[src/rtl/debug_unit.sv]
// UART debug controller: loads instruction memory, runs or single-steps the pipeline, reports the cycle count.
// Imem write lands the cycle after a word's 4th byte; each tx byte waits for i_tx_done. Option: DEBUG_LOAD_CHECKSUM_EN.
module debug_unit #(
    parameter int NB_REG             = 32,
    parameter int NB_INSTR           = 32,
    parameter int N_ADDR             = 2048,
    parameter int LOG2_N_INSMEM_ADDR = 11,
    parameter int NB_BYTE            = 8,
    parameter int NB_LEN             = 16
) (
    input  logic                          i_clock,
    input  logic                          i_reset,
    input  logic [NB_BYTE-1:0]            i_rx_data,
    input  logic                          i_rx_valid,
    output logic [NB_BYTE-1:0]            o_tx_data,
    output logic                          o_tx_start,
    input  logic                          i_tx_done,
    output logic                          o_imem_we,
    output logic [LOG2_N_INSMEM_ADDR-1:0] o_imem_addr,
    output logic [NB_INSTR-1:0]           o_imem_data,
    output logic                          o_pipe_valid,
    output logic                          o_pipe_reset,
    input  logic                          i_halt,
    output logic [NB_REG-1:0]             o_cycle_count,
    output logic                          o_busy
);

`ifdef DEBUG_LOAD_CHECKSUM_EN
    typedef enum logic [3:0] {
        S_IDLE, S_LEN_LO, S_LEN_HI, S_LOAD, S_RUN, S_STEP, S_SEND, S_CHK, S_ACK
    } state_t;
    localparam state_t S_LOAD_END = S_CHK;
`else
    typedef enum logic [2:0] {
        S_IDLE, S_LEN_LO, S_LEN_HI, S_LOAD, S_RUN, S_STEP, S_SEND
    } state_t;
    localparam state_t S_LOAD_END = S_IDLE;
`endif

    localparam logic [NB_LEN-1:0] ADDR_LIM = NB_LEN'(N_ADDR);

    state_t                          state_q, state_d;
    logic [NB_LEN-1:0]               len_q, len_d;
    logic [NB_LEN-1:0]               words_q, words_d;
    logic [LOG2_N_INSMEM_ADDR-1:0]   addr_q, addr_d;
    logic [NB_INSTR-1:0]             word_q, word_d;
    logic [1:0]                      bidx_q, bidx_d;
    logic                            we_q, we_d;
    logic                            done_q, done_d;
    logic [NB_REG-1:0]               cnt_q, cnt_d;
    logic [NB_REG-1:0]               snap_q, snap_d;
    logic [NB_BYTE-1:0]              tx_data_q, tx_data_d;
    logic                            tx_start_q, tx_start_d;
    logic [1:0]                      tx_idx_q, tx_idx_d;
    logic                            sup_q, sup_d;
    logic                            pipe_rst_q, pipe_rst_d;
    logic                            pipe_valid;
`ifdef DEBUG_LOAD_CHECKSUM_EN
    logic [NB_BYTE-1:0]              csum_q, csum_d;
`endif

    always_comb begin
        state_d    = state_q;
        len_d      = len_q;
        words_d    = words_q;
        addr_d     = addr_q;
        word_d     = word_q;
        bidx_d     = bidx_q;
        we_d       = 1'b0;
        done_d     = 1'b0;
        cnt_d      = cnt_q;
        snap_d     = snap_q;
        tx_data_d  = tx_data_q;
        tx_start_d = 1'b0;
        tx_idx_d   = tx_idx_q;
        sup_d      = sup_q;
        pipe_valid = 1'b0;
`ifdef DEBUG_LOAD_CHECKSUM_EN
        csum_d     = csum_q;
`endif
        // Address advances after each write pulse and parks at the top word.
        if (we_q && addr_q != '1) addr_d = addr_q + 1'b1;

        case (state_q)
            S_IDLE: begin
                if (i_rx_valid) begin
                    case (i_rx_data)
                        8'h01: begin
                            state_d = S_LEN_LO;
                            cnt_d   = '0;
                            addr_d  = '0;
                            words_d = '0;
                            bidx_d  = '0;
`ifdef DEBUG_LOAD_CHECKSUM_EN
                            csum_d  = '0;
`endif
                        end
                        8'h02: state_d = S_RUN;
                        8'h03: begin
                            state_d = S_STEP;
                            sup_d   = i_halt;
                        end
                        8'h04: begin
                            state_d    = S_SEND;
                            snap_d     = cnt_q;
                            tx_data_d  = cnt_q[NB_BYTE-1:0];
                            tx_start_d = 1'b1;
                            tx_idx_d   = '0;
                        end
                        default: ;
                    endcase
                end
            end
            S_LEN_LO: begin
                if (i_rx_valid) begin
                    len_d   = {len_q[NB_LEN-1:NB_BYTE], i_rx_data};
                    state_d = S_LEN_HI;
                end
            end
            S_LEN_HI: begin
                if (i_rx_valid) begin
                    len_d   = {i_rx_data, len_q[NB_BYTE-1:0]};
                    state_d = (len_d == '0) ? S_LOAD_END : S_LOAD;
                end
            end
            S_LOAD: begin
                // done_q marks the write cycle; bytes arriving in the final one are not data.
                if (done_q && words_q == len_q) begin
                    state_d = S_LOAD_END;
                end else if (i_rx_valid) begin
                    word_d = {i_rx_data, word_q[NB_INSTR-1:NB_BYTE]};
                    bidx_d = bidx_q + 2'd1;
`ifdef DEBUG_LOAD_CHECKSUM_EN
                    csum_d = csum_q ^ i_rx_data;
`endif
                    if (bidx_q == 2'd3) begin
                        done_d  = 1'b1;
                        we_d    = (words_q < ADDR_LIM);
                        words_d = words_q + 1'b1;
                    end
                end
            end
`ifdef DEBUG_LOAD_CHECKSUM_EN
            S_CHK: begin
                if (i_rx_valid) begin
                    tx_data_d  = (csum_q == i_rx_data) ? 8'hAA : 8'hEE;
                    tx_start_d = 1'b1;
                    state_d    = S_ACK;
                end
            end
            S_ACK: begin
                if (!tx_start_q && i_tx_done) state_d = S_IDLE;
            end
`endif
            S_RUN: begin
                if (i_halt) state_d = S_IDLE;
                else        pipe_valid = 1'b1;
            end
            S_STEP: begin
                pipe_valid = !i_halt && !sup_q;
                state_d    = S_IDLE;
            end
            S_SEND: begin
                if (!tx_start_q && i_tx_done) begin
                    if (tx_idx_q == 2'd3) begin
                        state_d = S_IDLE;
                    end else begin
                        tx_idx_d   = tx_idx_q + 2'd1;
                        snap_d     = snap_q >> NB_BYTE;
                        tx_data_d  = snap_q[2*NB_BYTE-1:NB_BYTE];
                        tx_start_d = 1'b1;
                    end
                end
            end
            default: state_d = S_IDLE;
        endcase

        if (pipe_valid && cnt_q != '1) cnt_d = cnt_q + 1'b1;
        pipe_rst_d = (state_d == S_IDLE) || (state_d == S_RUN) ||
                     (state_d == S_STEP) || (state_d == S_SEND);
    end

    always_ff @(posedge i_clock) begin
        if (!i_reset) begin
            state_q    <= S_IDLE;
            len_q      <= '0;
            words_q    <= '0;
            addr_q     <= '0;
            word_q     <= '0;
            bidx_q     <= '0;
            we_q       <= 1'b0;
            done_q     <= 1'b0;
            cnt_q      <= '0;
            snap_q     <= '0;
            tx_data_q  <= '0;
            tx_start_q <= 1'b0;
            tx_idx_q   <= '0;
            sup_q      <= 1'b0;
            pipe_rst_q <= 1'b0;
`ifdef DEBUG_LOAD_CHECKSUM_EN
            csum_q     <= '0;
`endif
        end else begin
            state_q    <= state_d;
            len_q      <= len_d;
            words_q    <= words_d;
            addr_q     <= addr_d;
            word_q     <= word_d;
            bidx_q     <= bidx_d;
            we_q       <= we_d;
            done_q     <= done_d;
            cnt_q      <= cnt_d;
            snap_q     <= snap_d;
            tx_data_q  <= tx_data_d;
            tx_start_q <= tx_start_d;
            tx_idx_q   <= tx_idx_d;
            sup_q      <= sup_d;
            pipe_rst_q <= pipe_rst_d;
`ifdef DEBUG_LOAD_CHECKSUM_EN
            csum_q     <= csum_d;
`endif
        end
    end

    assign o_tx_data     = tx_data_q;
    assign o_tx_start    = tx_start_q;
    assign o_imem_we     = we_q;
    assign o_imem_addr   = addr_q;
    assign o_imem_data   = word_q;
    assign o_pipe_valid  = pipe_valid;
    assign o_pipe_reset  = pipe_rst_q;
    assign o_cycle_count = cnt_q;
    assign o_busy        = (state_q != S_IDLE);

endmodule

[config.mk]
export PLATFORM = sky130hd
export DESIGN_NAME = debug_unit
export DESIGN_NICKNAME = d
export VERILOG_FILES = /design/src/rtl/debug_unit.sv
export SDC_FILE = /design/constraint.sdc
export NUM_CORES = 1
export LEC_CHECK = 0
export CORE_MARGIN = 3
export CORE_UTILIZATION = 26
export CTS_CLUSTER_SIZE = 20
export DETAILED_ROUTE_END_ITERATION = 12
export HOLD_SLACK_MARGIN = 0.12
export PLACE_DENSITY_LB_ADDON = 0.3
export SYNTH_ARGS = -nofsm -noshare
export SYNTH_HDL_FRONTEND = slang
export SYNTH_SLANG_ARGS = --single-unit
[constraint.sdc]
create_clock -name i_clock -period 3.01 [get_ports i_clock]
set_input_delay 0.602 -clock i_clock [delete_from_list [all_inputs] [get_ports i_clock]]
set_output_delay 0.602 -clock i_clock [all_outputs]
set_load 0.02 [all_outputs]
==> results of run 1 <==
-- power groups by stage --
stage	clock (mW)	combinational (mW)	sequential (mW)
after floorplan	0	0.0527	2.05
after detailed placement	0	0.105	2.05
after global routing	2.29	0.114	2.00
after global placement	0	0.105	2.05
final	2.16	0.104	2.00
after CTS	2.22	0.105	2.00
-- logic make-up (layout without fill, tap and decap cells) --
| logic type | Yosys count | after routing |
|---|---|---|
| buffers and inverters | 69 | 180 |
| multiplexers | 45 | 45 |
| AND/OR/NAND/NOR | 371 | 371 |
| flip-flops | 151 | 151 |
| adder cells (fa/ha/maj) | 5 | 5 |
| XOR/XNOR | 34 | 34 |
| AO/OA/AOI/OAI | 149 | 149 |
-- critical path, cell delays in order --
cell and delay [ns]:
clkdlybuf4s50_1 0.42, nor2_1 0.14, nand3_1 0.16, inv_1 0.23, clkdlybuf4s50_1 0.66
-- registers in the layout, indices dropped and copies added (netlist names) --
signal	flops
len_q	16
o_cycle_count	32
o_imem_data	32
o_pipe_reset	1
words_q	16
snap_q	32
done_q	1
o_imem_we	1
sup_q	1
tx_idx_q	2
o_tx_start	1
state_q	3
o_imem_addr	11
bidx_q	2
-- layer usage --
metal / wire [µm] / global-route usage [%] / up-vias
met4: 280 / 4.27 / 0
met5: 0 / 0 / -
met2: 8720 / 21.2 / 110
met1: 9270 / 18.5 / 2885
li1: - / - / 3096
met3: 785 / 3.22 / 19
-- layout by cell type (no fill, tap or decap), types with 24 or more instances in the layout --
master             n
mux2i_1           45
nor2_1           119
a21oi_1           34
nand3_1           56
clkdlybuf4s50_1  100
nand2_1          108
buf_4             33
a311oi_1          24
dfxtp_1          151
o21ai_1           26
-- through the flow --
step                      total power, mW  area, µm²
after CTS                            4.32       8930
after global routing                 4.41       8930
after detailed placement             2.15       8340
final                                4.27       8930
after global placement               2.15       8340
after floorplan                      2.10       6890
-- path summary, 6_finish.rpt --
kind / end / slack [ns] / depth (start not counted)
setup / recovery: o_pipe_valid / 0.19 / 5
hold reg to reg: snap_q[29] / 0.45 / 2
hold / removal: snap_q[29] / 0.45 / 2
setup reg to reg: o_cycle_count[20] / 0.38 / 8
-- final cells by class --
type                       count  area [µm²]  share of cell area (%)
multi-input combinational    604        3530                    39.6
sequential                   151        3020                    33.8
timing repair buffer         137        1330                    14.9
clock buffer                  18         429                    4.81
tap                          330         413                    4.62
clock inverter                14         161                    1.81
inverter                      11        41.3                   0.462
==> metrics, run 1 <==
status complete, no violations; IO buf count 100; core area ~0.026 mm²; count leader, synth dfxtp_1; Req. time, crit path between 2 and 2.5 ns; Synth Area in Compound Gates between 10% and 20%; placed cells about 1200; Area Growth Syn to Fin 29.7%; Die W between 150 and 200 µm; Post-synth EDFFs 0; final WL between 15000 and 20000 µm; prevailing post-synth register cell dfxtp_1; DRC Markers 0; worst skew pair latency roughly 0.44 ns; top-area cell type share of the netlist area a little over two fifths; dpl hpwl approximately 13000 µm; drt wl/cell about 15 µm; vias in the first global route 5838; Fin Setup TNS 0 ns; Tot GR Track Use 13.5%; largest net degree at the start of global routing 57; via/cell ratio 4.83; xor/xnor cell area share of the yosys netlist approximately 4.3%; global-route wire length before repair roughly 32000 µm; period utilization approximately 94%; sw power roughly 1.0 mW; worst-path maximum fanout 6; min Tclk post-route between 2 and 3 ns; Setup-failing EPs final 0; setup bufs post-CTS 0; Synth Area per Inst approximately 8.4 µm²; Clk pwr share 50.7%; Post-Syn Instances 824; Clk pin slew, worst setup/hold paths 0.06 ns; max-cap violations 0; Final GP Congestion about 0.8; Root Buffer clkbuf_16; num rows 58; number of top-level pins slightly above 100; Nets 940; clk sinks approximately 150; Synth area leader dfxtp_1; Final ANT Viol Nets 0; total grt overflow 0; initial antenna violation count 0; DIE AREA between 0.02 and 0.03 mm²; utilization after layout about a third; CP Launch Type input port; Critical Path Sink Type primary output; Yosys cell types 60; Rel. slew slack 64.4%; Seq pwr share 46.9%; Power Internal 3.22 mW; share of cells above drive strength 1 under 10%; RSZ-0062 raised after global routing no; Setup WS post-layout ~0.19 ns; FMAX approximately 0.35 GHz; Die Span Y 169 µm; critical path startpoint i_halt; post-CTS sizing 0; peak supply drop approximately 0.00029 V; Initial Util between 20% and 30%; Hold WC Path Type flip-flop to flip-flop; synthesized flop and latch total roughly 150; Worst Max-Slew Pin Slew between 0.5 and 0.6 ns; TritonCTS buffer count 17; largest family of logic cells by synthesized area simple AND/OR/NAND/NOR gates; hold_buf cts 0; Filler Cell Count approximately 2700; Lkg Pwr 2.96 nW; WS Path Type input port to primary output; worst clock skew 0.0120 ns; TritonCTS clock tree built; Syn. warnings 0; Initial DRC Count 388; synthesized-area fraction occupied by adder cells 0.909%; Comb pwr share 2.4%; Mapped Area 0.00689 mm²; post-synthesis simple-gate area fraction approximately 26%; htree depth 4; switching share of power 24.5%; pwr dens around 480 mW/mm²; CTS max path bufs 2; total nets after synthesis between 800 and 900; hold_sp snap_q[29]; final hold vios 0; Hold Slack approximately 0.45 ns; Final Non-Filler Cells ~1300; Setup Slack @ Placement about 0.12 ns; drt first pass iters 7; Synth area leaders dfxtp_1, mux2i_1, nor2_1; Arr. time, crit path 2.22 ns; count of pins over their slew limit 0; routed vias 6110; async set-reset flop share out of synthesis 0%; sequential fraction of the synthesis area between 40% and 50%; diodes inserted 0; mux contribution to synthesized area between 6 and 7%; Commonest cells post-synth dfxtp_1, nor2_1, nand2_1, nand3_1, mux2i_1; RR Startpoint o_cycle_count[0]
Note: power is estimated with default switching activity, not from simulation.
==> inputs of run 2 (changes only) <==
- CORE_MARGIN: 3 -> 2
==> run 2 against run 1 <==
Against the previous run: via count down 1.3%; global-route usage about the same; maximum frequency down 2.6%; cell count up 0.32%; largest cell class unchanged.
==> metrics, run 2 (synthesis results as in run 1) <==
Root Buffer clkbuf_16 (unchanged); Power Internal 3.26 mW (was 3.22 mW); Lkg Pwr 2.98 nW (was 2.96 nW); clk sinks 151 (unchanged); routed vias 6030 (was 6110); RR Startpoint o_cycle_count[0] (unchanged); worst skew pair latency 0.43 ns (was 0.44 ns); hold_sp snap_q[30] (was snap_q[29]); RSZ-0062 raised after global routing no (unchanged); dpl hpwl 13000 µm (was 13200 µm); Final GP Congestion 0.834 (was 0.782); Req. time, crit path 2.41 ns (about the same); Seq pwr share 46.1% (was 46.9%); DRC Markers 0 (unchanged); WS Path Type input port to primary output (unchanged); drt wl/cell 14.7 µm (was 15.1 µm); final hold vios 0 (unchanged); Fin Setup TNS 0 ns (unchanged); core area 0.0261 mm² (was 0.0256 mm²); Rel. slew slack 55.7% (was 64.4%); share of cells above drive strength 1 9.10% (was 9.09%); htree depth 4 (unchanged); sw power 1.08 mW (was 1.05 mW); setup bufs post-CTS 0 (unchanged); Initial DRC Count 350 (was 388); DIE AREA 0.0278 mm² (was 0.0285 mm²); hold_buf cts 0 (unchanged); Area Growth Syn to Fin 30.1% (was 29.7%); Filler Cell Count 2679 (was 2675); commonest non-fill, non-tap cells in the layout dfxtp_1, nor2_1, nand2_1 (unchanged); placed inst area 0.00834 mm² (about the same); Design Area, Final 0.00896 mm² (was 0.00893 mm²); Critical Path Sink Type primary output (unchanged); min Tclk post-route 2.90 ns (was 2.82 ns); drt first pass iters 5 (was 7); Clk pin slew, worst setup/hold paths 0.06 ns (about the same); post-CTS sizing 0 (unchanged); pwr dens 485 mW/mm² (was 478 mW/mm²); Hold WC Path Type flip-flop to flip-flop (unchanged); Setup WS post-layout 0.112 ns (was 0.188 ns); total grt overflow 0 (unchanged); Final ANT Viol Nets 0 (unchanged); TritonCTS clock tree built (unchanged); diodes inserted 0 (unchanged); Nets 939 (was 940); peak supply drop 0.000328 V (was 0.000293 V); Comb pwr share 2.5% (was 2.4%); IO buf count 100 (unchanged); Tot GR Track Use 13.6% (was 13.5%); area occupied by multi-input gates 0.00353 mm² (unchanged); Die Span Y 167 µm (was 169 µm); worst clock skew 0.0148 ns (was 0.0120 ns); Initial Util 26.4% (was 26.9%); TritonCTS buffer count 17 (unchanged); switching share of power 24.9% (was 24.5%); via/cell ratio 4.75 (was 4.83); worst-path maximum fanout 6 (unchanged); CP Launch Type input port (unchanged); initial antenna violation count 0 (unchanged); global-route wire length before repair 31000 µm (was 31600 µm); Worst Max-Slew Pin Slew 0.662 ns (was 0.535 ns); Setup Slack @ Placement 0.106 ns (was 0.121 ns); Setup-failing EPs final 0 (unchanged); status complete, no violations (unchanged); critical path startpoint i_halt (unchanged); FMAX 0.345 GHz (was 0.354 GHz); max-cap violations 0 (unchanged); vias in the first global route 5752 (was 5838); most common cell after layout, fill and taps aside dfxtp_1 (unchanged); CTS max path bufs 2 (unchanged); final WL 18700 µm (was 19100 µm); count of pins over their slew limit 0 (unchanged); Clk pwr share 51.5% (was 50.7%); FF/Latch Area 0.00302 mm² (unchanged); period utilization 96.3% (was 93.7%); num rows 59 (was 58); Arr. time, crit path 2.30 ns (was 2.22 ns); Hold Slack 0.453 ns (was 0.454 ns); largest net degree at the start of global routing 57 (unchanged); number of top-level pins 101 (unchanged); Die W 167 µm (was 169 µm)
run 2: changes by cell type in the layout (fill, tap and decap cells not counted), sizes merged:
cell / before / now
clkinvlp: 2 / 0
inv: 18 / 20
buf: 37 / 36
run 2: final timing paths:
path                       endpoint  slack, ns  cells after the start
setup / recovery       o_pipe_valid       0.11                      5
setup reg to reg  o_cycle_count[15]       0.54                      9
hold reg to reg          snap_q[30]       0.45                      2
hold / removal           snap_q[30]       0.45                      2
run 2: per-stage QoR:
stage	std cells	utilization [%]	power, mW
global route	1269	34.4	4.48
finish	1269	34.4	4.34
global placement	1237	32.0	2.15
detailed placement	1237	32.0	2.15
floorplan	824	-	2.10
CTS	1269	34.4	4.40
run 2: layout make-up:
cell class	instances	share of cell area, %
clock inverters	14	2.00
flip-flops and latches	151	33.7
well taps	335	4.68
inverters	11	0.461
clock buffers	18	4.90
repair buffers	136	14.8
multi-input cells	604	39.5
run 2: power by group through the flow:
| stage | combinational (mW) | sequential [mW] | clock, mW |
|---|---|---|---|
| 2_1_floorplan | 0.0527 | 2.05 | 0 |
| 5_1_grt | 0.116 | 2.00 | 2.37 |
| 6_report | 0.107 | 2.00 | 2.23 |
| 3_5_place_dp | 0.108 | 2.05 | 0 |
| 4_1_cts | 0.108 | 2.00 | 2.29 |
| 3_3_place_gp | 0.109 | 2.05 | 0 |
run 2: critical path, cell delays in order:
cell and delay [ns]:
clkdlybuf4s50_1 0.48, nor2_1 0.20, nand3_1 0.14, inv_1 0.19, clkdlybuf4s50_1 0.68
run 2: routing by layer:
layer / GRT usage, % / routed length, µm / vias to the layer above / share of wire, %
met5: 0 / 0 / - / 0
met4: 4.99 / 369 / 0 / 2.0
met3: 3.02 / 761 / 24 / 4.1
met2: 20.9 / 8400 / 124 / 45
met1: 18.6 / 9150 / 2788 / 49
li1: - / - / 3094 / -
==> inputs of run 3 (changes only) <==
- CORE_ASPECT_RATIO: unset -> 1.5
==> run 3 against run 2 <==
Against the previous run: wire length is 4.2% higher; via count increased by 2.4%; design area rose by 1.8%; non-clock buffer count is 16 higher; critical endpoint unchanged; largest power group unchanged.
==> metrics, run 3 (synthesis results as in run 1) <==
hold endpoint snap_q[27] (was snap_q[30]); Fin Setup TNS 0 ns (unchanged); Arr. time, crit path 2.15 ns (was 2.30 ns); most common cell after layout, fill and taps aside dfxtp_1 (unchanged); Req. time, crit path 2.41 ns (about the same); num rows 73 (was 59); sw power 0.964 mW (was 1.08 mW); Area Growth Syn to Fin 32.5% (was 30.1%); final WL 19500 µm (was 18700 µm); hold path depth 2 (unchanged); core area 0.0263 mm² (was 0.0261 mm²); min Tclk post-route 2.75 ns (was 2.90 ns); total grt overflow 0 (unchanged); TritonCTS buffer count 17 (unchanged); share of cells above drive strength 1 10.5% (was 9.10%); RSZ-0062 raised after global routing no (unchanged); via/cell ratio 4.80 (was 4.75); Initial Util 26.2% (was 26.4%); Clk pwr share 52.2% (was 51.5%); Final GP Congestion 0.775 (was 0.834); Power Total 4.43 mW (was 4.34 mW); Critical Path Sink Type primary output (unchanged); hold_sp snap_q[27] (was snap_q[30]); Tot GR Track Use 14.4% (was 13.6%); commonest non-fill, non-tap cells in the layout dfxtp_1, nor2_1, nand2_1 (unchanged); dpl hpwl 14000 µm (was 13000 µm); hold_buf cts 0 (unchanged); setup bufs post-CTS 0 (unchanged); DIE AREA 0.0278 mm² (about the same); post-CTS sizing 0 (unchanged); htree depth 4 (unchanged); worst-path maximum fanout 3 (was 6); max-cap violations 0 (unchanged); worst skew pair latency 0.43 ns (about the same); switching share of power 21.7% (was 24.9%); Die Span Y 203 µm (was 167 µm); status complete, no violations (unchanged); number of top-level pins 101 (unchanged); R2R Path End o_cycle_count[2] (was o_cycle_count[15]); CP Launch Type input port (unchanged); vias in the first global route 5982 (was 5752); CTS max path bufs 2 (unchanged); Hold WC Path Type flip-flop to flip-flop (unchanged); Final ANT Viol Nets 0 (unchanged); Setup Slack @ Placement 0.110 ns (was 0.106 ns); r2r setup slk 0.45 ns (was 0.54 ns); Power Internal 3.47 mW (was 3.26 mW); pwr dens 486 mW/mm² (was 485 mW/mm²); FMAX 0.363 GHz (was 0.345 GHz); RR Startpoint o_cycle_count[0] (unchanged); worst clock skew 0.00913 ns (was 0.0148 ns); DRC Markers 0 (unchanged); Lkg Pwr 3.07 nW (was 2.98 nW); Nets 955 (was 939); Setup WS post-layout 0.259 ns (was 0.112 ns); drt wl/cell 15.1 µm (was 14.7 µm); Clk pin slew, worst setup/hold paths 0.06 ns (about the same); Seq pwr share 45.1% (was 46.1%); drt first pass iters 5 (unchanged); Hold Slack 0.454 ns (was 0.453 ns); peak supply drop 0.000379 V (was 0.000328 V); initial antenna violation count 0 (unchanged); Comb pwr share 2.6% (was 2.5%); diodes inserted 0 (unchanged); utilization after layout 34.7% (was 34.4%); Rel. slew slack 66.0% (was 55.7%); Die W 137 µm (was 167 µm); critical path startpoint i_halt (unchanged); global-route wire length before repair 31600 µm (was 31000 µm); Root Buffer clkbuf_16 (unchanged); routed vias 6174 (was 6030); count of pins over their slew limit 0 (unchanged); TritonCTS clock tree built (unchanged); final hold vios 0 (unchanged); WS Path Type input port to primary output (unchanged); clk sinks 151 (unchanged); Initial DRC Count 297 (was 350); Setup-failing EPs final 0 (unchanged); IO buf count 100 (unchanged); Worst Max-Slew Pin Slew 0.511 ns (was 0.662 ns); period utilization 91.4% (was 96.3%); worst reg2reg path depth 9 (unchanged); largest net degree at the start of global routing 57 (unchanged)
[run 3: cell count changes in the layout (fill, tap and decap cells not counted)]
cell,change
buf_4,+14
bufinv_16,+3
clkinv_8,-3
inv_8,-3
buf_12,+2
clkinv_2,+2
inv_6,-2
clkinv_4,+1
clkinvlp_4,+1
[run 3: final cells by class]
class | count | area [µm²]
inverters | 11 | 41.3
multi-input cells | 604 | 3530
well taps | 337 | 422
clock buffers | 18 | 439
clock inverters | 13 | 195
fillers | 2765 | 17200
flip-flops and latches | 151 | 3020
repair buffers | 152 | 1470
[run 3: worst max-delay path by stage]
stage / endpoint / slack (ns) / cells after the start
after floorplan: o_cycle_count[26] / 0.44 / 10
after global placement: words_q[8] / 0.16 / 9
after detailed placement: o_cycle_count[2] / 0.11 / 9
after CTS: o_pipe_valid / 0.25 / 5
after global routing: o_pipe_valid / 0.17 / 5
final: o_pipe_valid / 0.26 / 5
[run 3: metrics by stage]
step / std cells / instance area (µm²)
4_1_cts: 1286 / 9120
3_5_place_dp: 1255 / 8490
2_1_floorplan: 824 / 6890
6_report: 1286 / 9120
3_3_place_gp: 1255 / 8490
5_1_grt: 1286 / 9120
[run 3: critical path: stages]
cell	delay (ns)
clkdlybuf4s50_1	0.47
nor2_1	0.16
nand3_1	0.16
inv_1	0.13
clkdlybuf4s50_1	0.62
[run 3: per-layer routing]
layer | vias up | global-route usage, % | part of all wire (%)
met3 | 14 | 3.01 | 2.8
met5 | - | 0 | 0
li1 | 3125 | - | -
met2 | 100 | 26.8 | 55
met4 | 0 | 4.79 | 1.4
met1 | 2935 | 15.9 | 41
[run 3: power by group through the flow]
stage	clock network, mW	registers [mW]	logic, mW
global route	2.47	2.00	0.126
detailed placement	0	2.05	0.118
global placement	0	2.05	0.118
CTS	2.40	2.00	0.119
finish	2.32	2.00	0.117
floorplan	0	2.05	0.0527
